===== src/rtl/vpu_rd_unit.sv =====
// vpu_rd_unit: VPU operand read unit.
// Fetches one SRAM word and scatters it into EXEC_CNT lane slices.
module vpu_rd_unit #(
  parameter  int SRAM_BANK_CNT_LG2   = 2,
  parameter  int SRAM_BANK_DEPTH_LG2 = 10,
  parameter  int EXEC_CNT            = 4,
  parameter  int DWIDTH_PER_EXEC     = 128,
  localparam int SRAM_DATA_WIDTH     = EXEC_CNT * DWIDTH_PER_EXEC,
  localparam int EXEC_CNT_LG2        = $clog2(EXEC_CNT),
  localparam int RADDR_W             = SRAM_BANK_CNT_LG2 + SRAM_BANK_DEPTH_LG2
) (
  input  logic                           clk,
  input  logic                           rst_n,
  input  logic                           start_i,
  input  logic                           bcast_i,
  input  logic [RADDR_W-1:0]             raddr_i,
  output logic                           done_o,
  output logic                           req_o,
  output logic [SRAM_BANK_CNT_LG2-1:0]   rid_o,
  output logic [SRAM_BANK_DEPTH_LG2-1:0] addr_o,
  output logic                           rlast_o,
  input  logic                           ack_i,
  input  logic                           rvalid_i,
  input  logic [SRAM_DATA_WIDTH-1:0]     rdata_i,
  output logic                           lane_valid_o,
  output logic [DWIDTH_PER_EXEC-1:0]     lane_data_o,
  output logic                           lane_last_o,
  input  logic                           lane_ready_i
);

  typedef enum logic [1:0] {
    S_IDLE,
    S_REQ,
    S_WAIT,
    S_STREAM
  } state_t;

  localparam logic [EXEC_CNT_LG2-1:0] LAST_CNT =
    EXEC_CNT_LG2'(EXEC_CNT - 1);

  state_t                           r_state;
  logic [EXEC_CNT_LG2-1:0]          r_cnt;
  logic [SRAM_DATA_WIDTH-1:0]       r_buf;
  logic                             r_bcast;
  logic                             r_done;
  logic                             r_req;
  logic                             r_rlast;
  logic [SRAM_BANK_CNT_LG2-1:0]     r_rid;
  logic [SRAM_BANK_DEPTH_LG2-1:0]   r_addr;
  logic                             r_lvalid;

  logic                             w_last;
  logic                             w_hs;
  logic [DWIDTH_PER_EXEC-1:0]       w_slice;

  assign w_last  = r_bcast | (r_cnt == LAST_CNT);
  assign w_hs    = r_lvalid & lane_ready_i;
  assign w_slice = r_buf[DWIDTH_PER_EXEC*int'(r_cnt) +: DWIDTH_PER_EXEC];

  assign done_o       = r_done;
  assign req_o        = r_req;
  assign rlast_o      = r_rlast;
  assign rid_o        = r_rid;
  assign addr_o       = r_addr;
  assign lane_valid_o = r_lvalid;
  assign lane_data_o  = r_lvalid ? w_slice : '0;
  assign lane_last_o  = r_lvalid & w_last;

  // Request / wait / stream sequencer with registered handshake outputs
  always_ff @(posedge clk or negedge rst_n) begin
    if (!rst_n) begin
      r_state  <= S_IDLE;
      r_cnt    <= '0;
      r_buf    <= '0;
      r_bcast  <= 1'b0;
      r_done   <= 1'b1;
      r_req    <= 1'b0;
      r_rlast  <= 1'b0;
      r_rid    <= '0;
      r_addr   <= '0;
      r_lvalid <= 1'b0;
    end else begin
      unique case (r_state)
        S_IDLE: begin
          if (start_i) begin
            r_rid   <= raddr_i[RADDR_W-1 -: SRAM_BANK_CNT_LG2];
            r_addr  <= raddr_i[SRAM_BANK_DEPTH_LG2-1:0];
            r_bcast <= bcast_i;
            r_req   <= 1'b1;
            r_rlast <= 1'b1;
            r_done  <= 1'b0;
            r_state <= S_REQ;
          end
        end
        S_REQ: begin
          if (ack_i) begin
            r_req   <= 1'b0;
            r_rlast <= 1'b0;
            r_rid   <= '0;
            r_addr  <= '0;
            r_state <= S_WAIT;
          end
        end
        S_WAIT: begin
          if (rvalid_i) begin
            r_buf    <= rdata_i;
            r_cnt    <= '0;
            r_lvalid <= 1'b1;
            r_state  <= S_STREAM;
          end
        end
        S_STREAM: begin
          if (w_hs) begin
            if (w_last) begin
              r_lvalid <= 1'b0;
              r_done   <= 1'b1;
              r_state  <= S_IDLE;
            end else begin
              r_cnt <= r_cnt + 1'b1;
            end
          end
        end
        default: begin
          r_state <= S_IDLE;
        end
      endcase
    end
  end

endmodule


===== config.mk =====
export PLATFORM = sky130hd
export DESIGN_NAME = vpu_rd_unit
export DESIGN_NICKNAME = d
export VERILOG_FILES = /design/src/rtl/vpu_rd_unit.sv
export SDC_FILE = /design/constraint.sdc
export NUM_CORES = 1
export LEC_CHECK = 0
export BUFFER_PORTS_ARGS = -buffer_cell sky130_fd_sc_hd__buf_2
export CORE_AREA = 4 4 258 260
export CTS_CLUSTER_DIAMETER = 50
export DETAILED_ROUTE_END_ITERATION = 10
export DIE_AREA = 0 0 262 264
export PLACE_DENSITY_LB_ADDON = 0.3
export SLEW_MARGIN = 20
export SYNTH_ARGS = -nofsm -noshare
export SYNTH_HDL_FRONTEND = slang
export SYNTH_SLANG_ARGS = --single-unit

===== constraint.sdc =====
create_clock -name clk -period 4.5 [get_ports clk]
set_clock_uncertainty 0.2 [all_clocks]
set_input_delay 1.125 -clock clk [delete_from_list [all_inputs] [get_ports clk]]
set_output_delay 1.125 -clock clk [all_outputs]
set_load 0.01 [all_outputs]

==> run summary <==
worst path cell trace: buf_4 -> mux4_2 -> and2_1 -> buf_2
multiplexer share of the synthesized area: 0.3669
worst-path cell with the longest stage delay: dfrtp_4
largest family of logic cells by synthesized area: multiplexers
Power Density: 769.5 nW/um^2
IO Count: 676
sequential fraction of the synthesis area: 0.5614
Clk Latency, worst-skew pair: 0.57 ns
Setup crit start kind: register
Die Y: 264 um
first-pass GRT wire length: 104700 um
GPL Wtd Cong: 0.8569
number of I/O port buffers: 675
Cells after Synth: 1457
Synth area leaders: dfrtp_1 56%, mux2_2 24%, mux4_2 12%, and2_1 3.4%, buf_2 1.4%
Max Root-Sink Buffers: 3
DRC violations left: 0
Period Utilization, post-route: 0.9132
WS Path Type: register to output pin
Async SR Flop Fraction: 1.000
CTS tree: done
root buf cell: clkbuf_16
post-synth net total: 1994
Post-Syn Area: 23720 um^2
Synth warnings: 0
Post-CTS Resized: 0
commonest cells after routing, fill and taps aside: 674 x buf_2, 528 x dfrtp_1, 515 x mux2_2
final setup TNS: 0 ns
post-synthesis adder-cell area fraction: 0.003165
total of max-cap violations: 0
EDFF count, synth: 0
top cell type's share of synthesized area: 0.5603
Detailed Place HPWL: 51620 um
Post-Synth Simple-Gate Area: 0.03751
Mean Syn Cell Area: 16.28 um^2
iteration-0 DRC count of the detailed router: 776
crit path DAT: 2.78 ns
Static Leak: 13.92 nW
clk slew on worst S/H paths: 0.06 ns
cell taking the most area after synthesis: dfrtp_1
clock sink total: 532
Synth Register Bits: 532
Vias: 15420
maximum clock frequency: 0.2433 GHz
All-Layer GR Usage: 0.1983
Setup crit end kind: output pin
initial antenna violation count: 34
hold buffers post-CTS: 0
origin of the worst setup path: r_cnt[0]
FF-to-FF path depth: 6
Worst EP required: 3.17 ns
Vias/cell: 5.000
Synth cell types: 25
Slew Limit Headroom: 0.4152
crit path time final: 4.109 ns
final antenna-violating net count: 0
CP max FO: 34
Core Area: 64120 um^2
most common cell after layout, fill and taps aside: buf_2
Rows: 93
Worst Path Buf+Inv: 2
Die Span X: 262 um
status: finished, final reports clean
final hold vios: 0
Top delay family on crit path: flip-flops
final cell utilization of the core: 0.4774
global route overflow: 0
CP endpoint: lane_data_o[18]
worst r2r dst: r_cnt[0]
worst hold path type: register to register
unrepaired setup endpoints after global routing: false
compound-gate portion of the synthesized area: 0.006858
Pre-antenna DRT Iters: 4
# Post-CTS Setup Buffers: 0
Slowest Stage Delay on Critical Path: 0.97 ns
mean routed wirelength per cell: 22.69 um
Final Max Tran Viols: 0
final WL: 69960 um
share of layout cells above drive strength 1: 0.6739
Stages on worst setup path: 4
Synth-to-Final Area Change: 29.06%
Slew @ Worst Pin: 0.8772 ns
nets: 2683
worst r2r src: r_cnt[0]
reg-to-reg setup timing slack: 1.77 ns
worst vdd ir: 0.4275 mV
Starting Density: 0.3699
die area: 69170 um^2
htree depth: 3
main flop type after synthesis: dfrtp_1
vias in the first global route: 17280
Final Setup Violations: 0
XOR/XNOR Fraction of Synth Area: 0
pin count of the biggest net entering global routing: 97
CTS buffer count: 72
-- sequential cells by signal, summed over array words and instances (netlist names) --
| signal | flops |
|---|---|
| rid_o | 2 |
| lane_valid_o | 1 |
| r_state | 2 |
| r_cnt | 2 |
| addr_o | 10 |
| r_bcast | 1 |
| done_o | 1 |
| r_buf | 512 |
| rlast_o | 1 |
-- how the worst min path moves through the flow --
stage	end	slack [ns]	depth (start not counted)	startpoint
final	r_buf[383]	0.30	1	r_buf[383]
after global routing	r_buf[503]	0.30	1	r_buf[503]
after CTS	r_buf[503]	0.30	1	r_buf[503]
after detailed placement	rid_o[0]	0.29	1	rid_o[0]
after global placement	addr_o[5]	0.28	1	addr_o[5]
after floorplan	r_buf[256]	0.27	1	r_buf[256]
-- where the power goes --
| part | internal (mW) | total (mW) | switching, mW |
|---|---|---|---|
| Combinational | 5.42 | 9.14 | 3.72 |
| Clock | 3.42 | 5.61 | 2.20 |
| Sequential | 7.27 | 8.80 | 1.53 |
-- kinds of logic (layout without fill, tap and decap cells) --
group           Yosys count  in the layout
buf+inv                 106            848
fa+ha+maj                 6              6
other cells               0             29
mux                     645            645
simple gates            147            147
compound gates           21             21
flops                   532            532
-- metal layers --
metal  global-route usage  vias to the layer above  wire length [um]
met5                    0                        -               125
met1               0.2385                     7994             26600
li1                     -                     6762                 -
met4              0.07837                       16              2131
met3              0.05311                      134              4981
met2               0.3395                      509             36120
-- Yosys cell counts (2+ instances only) --
| library cell | count |
|---|---|
| dfrtp_1 | 531 |
| clkbuf_1 | 20 |
| ha_1 | 6 |
| mux2i_1 | 2 |
| a22o_1 | 13 |
| mux2_2 | 515 |
| a21oi_1 | 3 |
| buf_6 | 11 |
| buf_4 | 2 |
| mux4_2 | 128 |
| buf_2 | 68 |
| inv_1 | 4 |
| and2_1 | 128 |
| nand2_1 | 5 |
| nor2b_1 | 5 |
| nor2_1 | 6 |
| nand3_1 | 2 |
-- per-stage QoR --
step	std cells	area (um^2)	total power, mW	worst slack (ns)	hold WS (ns)
2_1_floorplan	1457	23720	14.81	1.719	0.2739
3_3_place_gp	2927	28180	17.79	0.9038	0.2820
3_5_place_dp	2927	28180	18.10	0.9244	0.2859
4_1_cts	3054	30530	23.85	0.2642	0.3006
5_1_grt	3076	30590	24.93	0.2138	0.3049
6_report	3083	30610	23.55	0.3905	0.2979
-- layout make-up --
type,instances,area [um^2]
inverter,4,15.01
tap,855,1070
clock inverter,35,391.6
clock buffer,92,1967
fill,5660,33510
timing repair buffer,717,3929
multi-input combinational,819,9839
sequential,532,13330
antenna,29,72.57
Power figures use the tool's default switching activity.
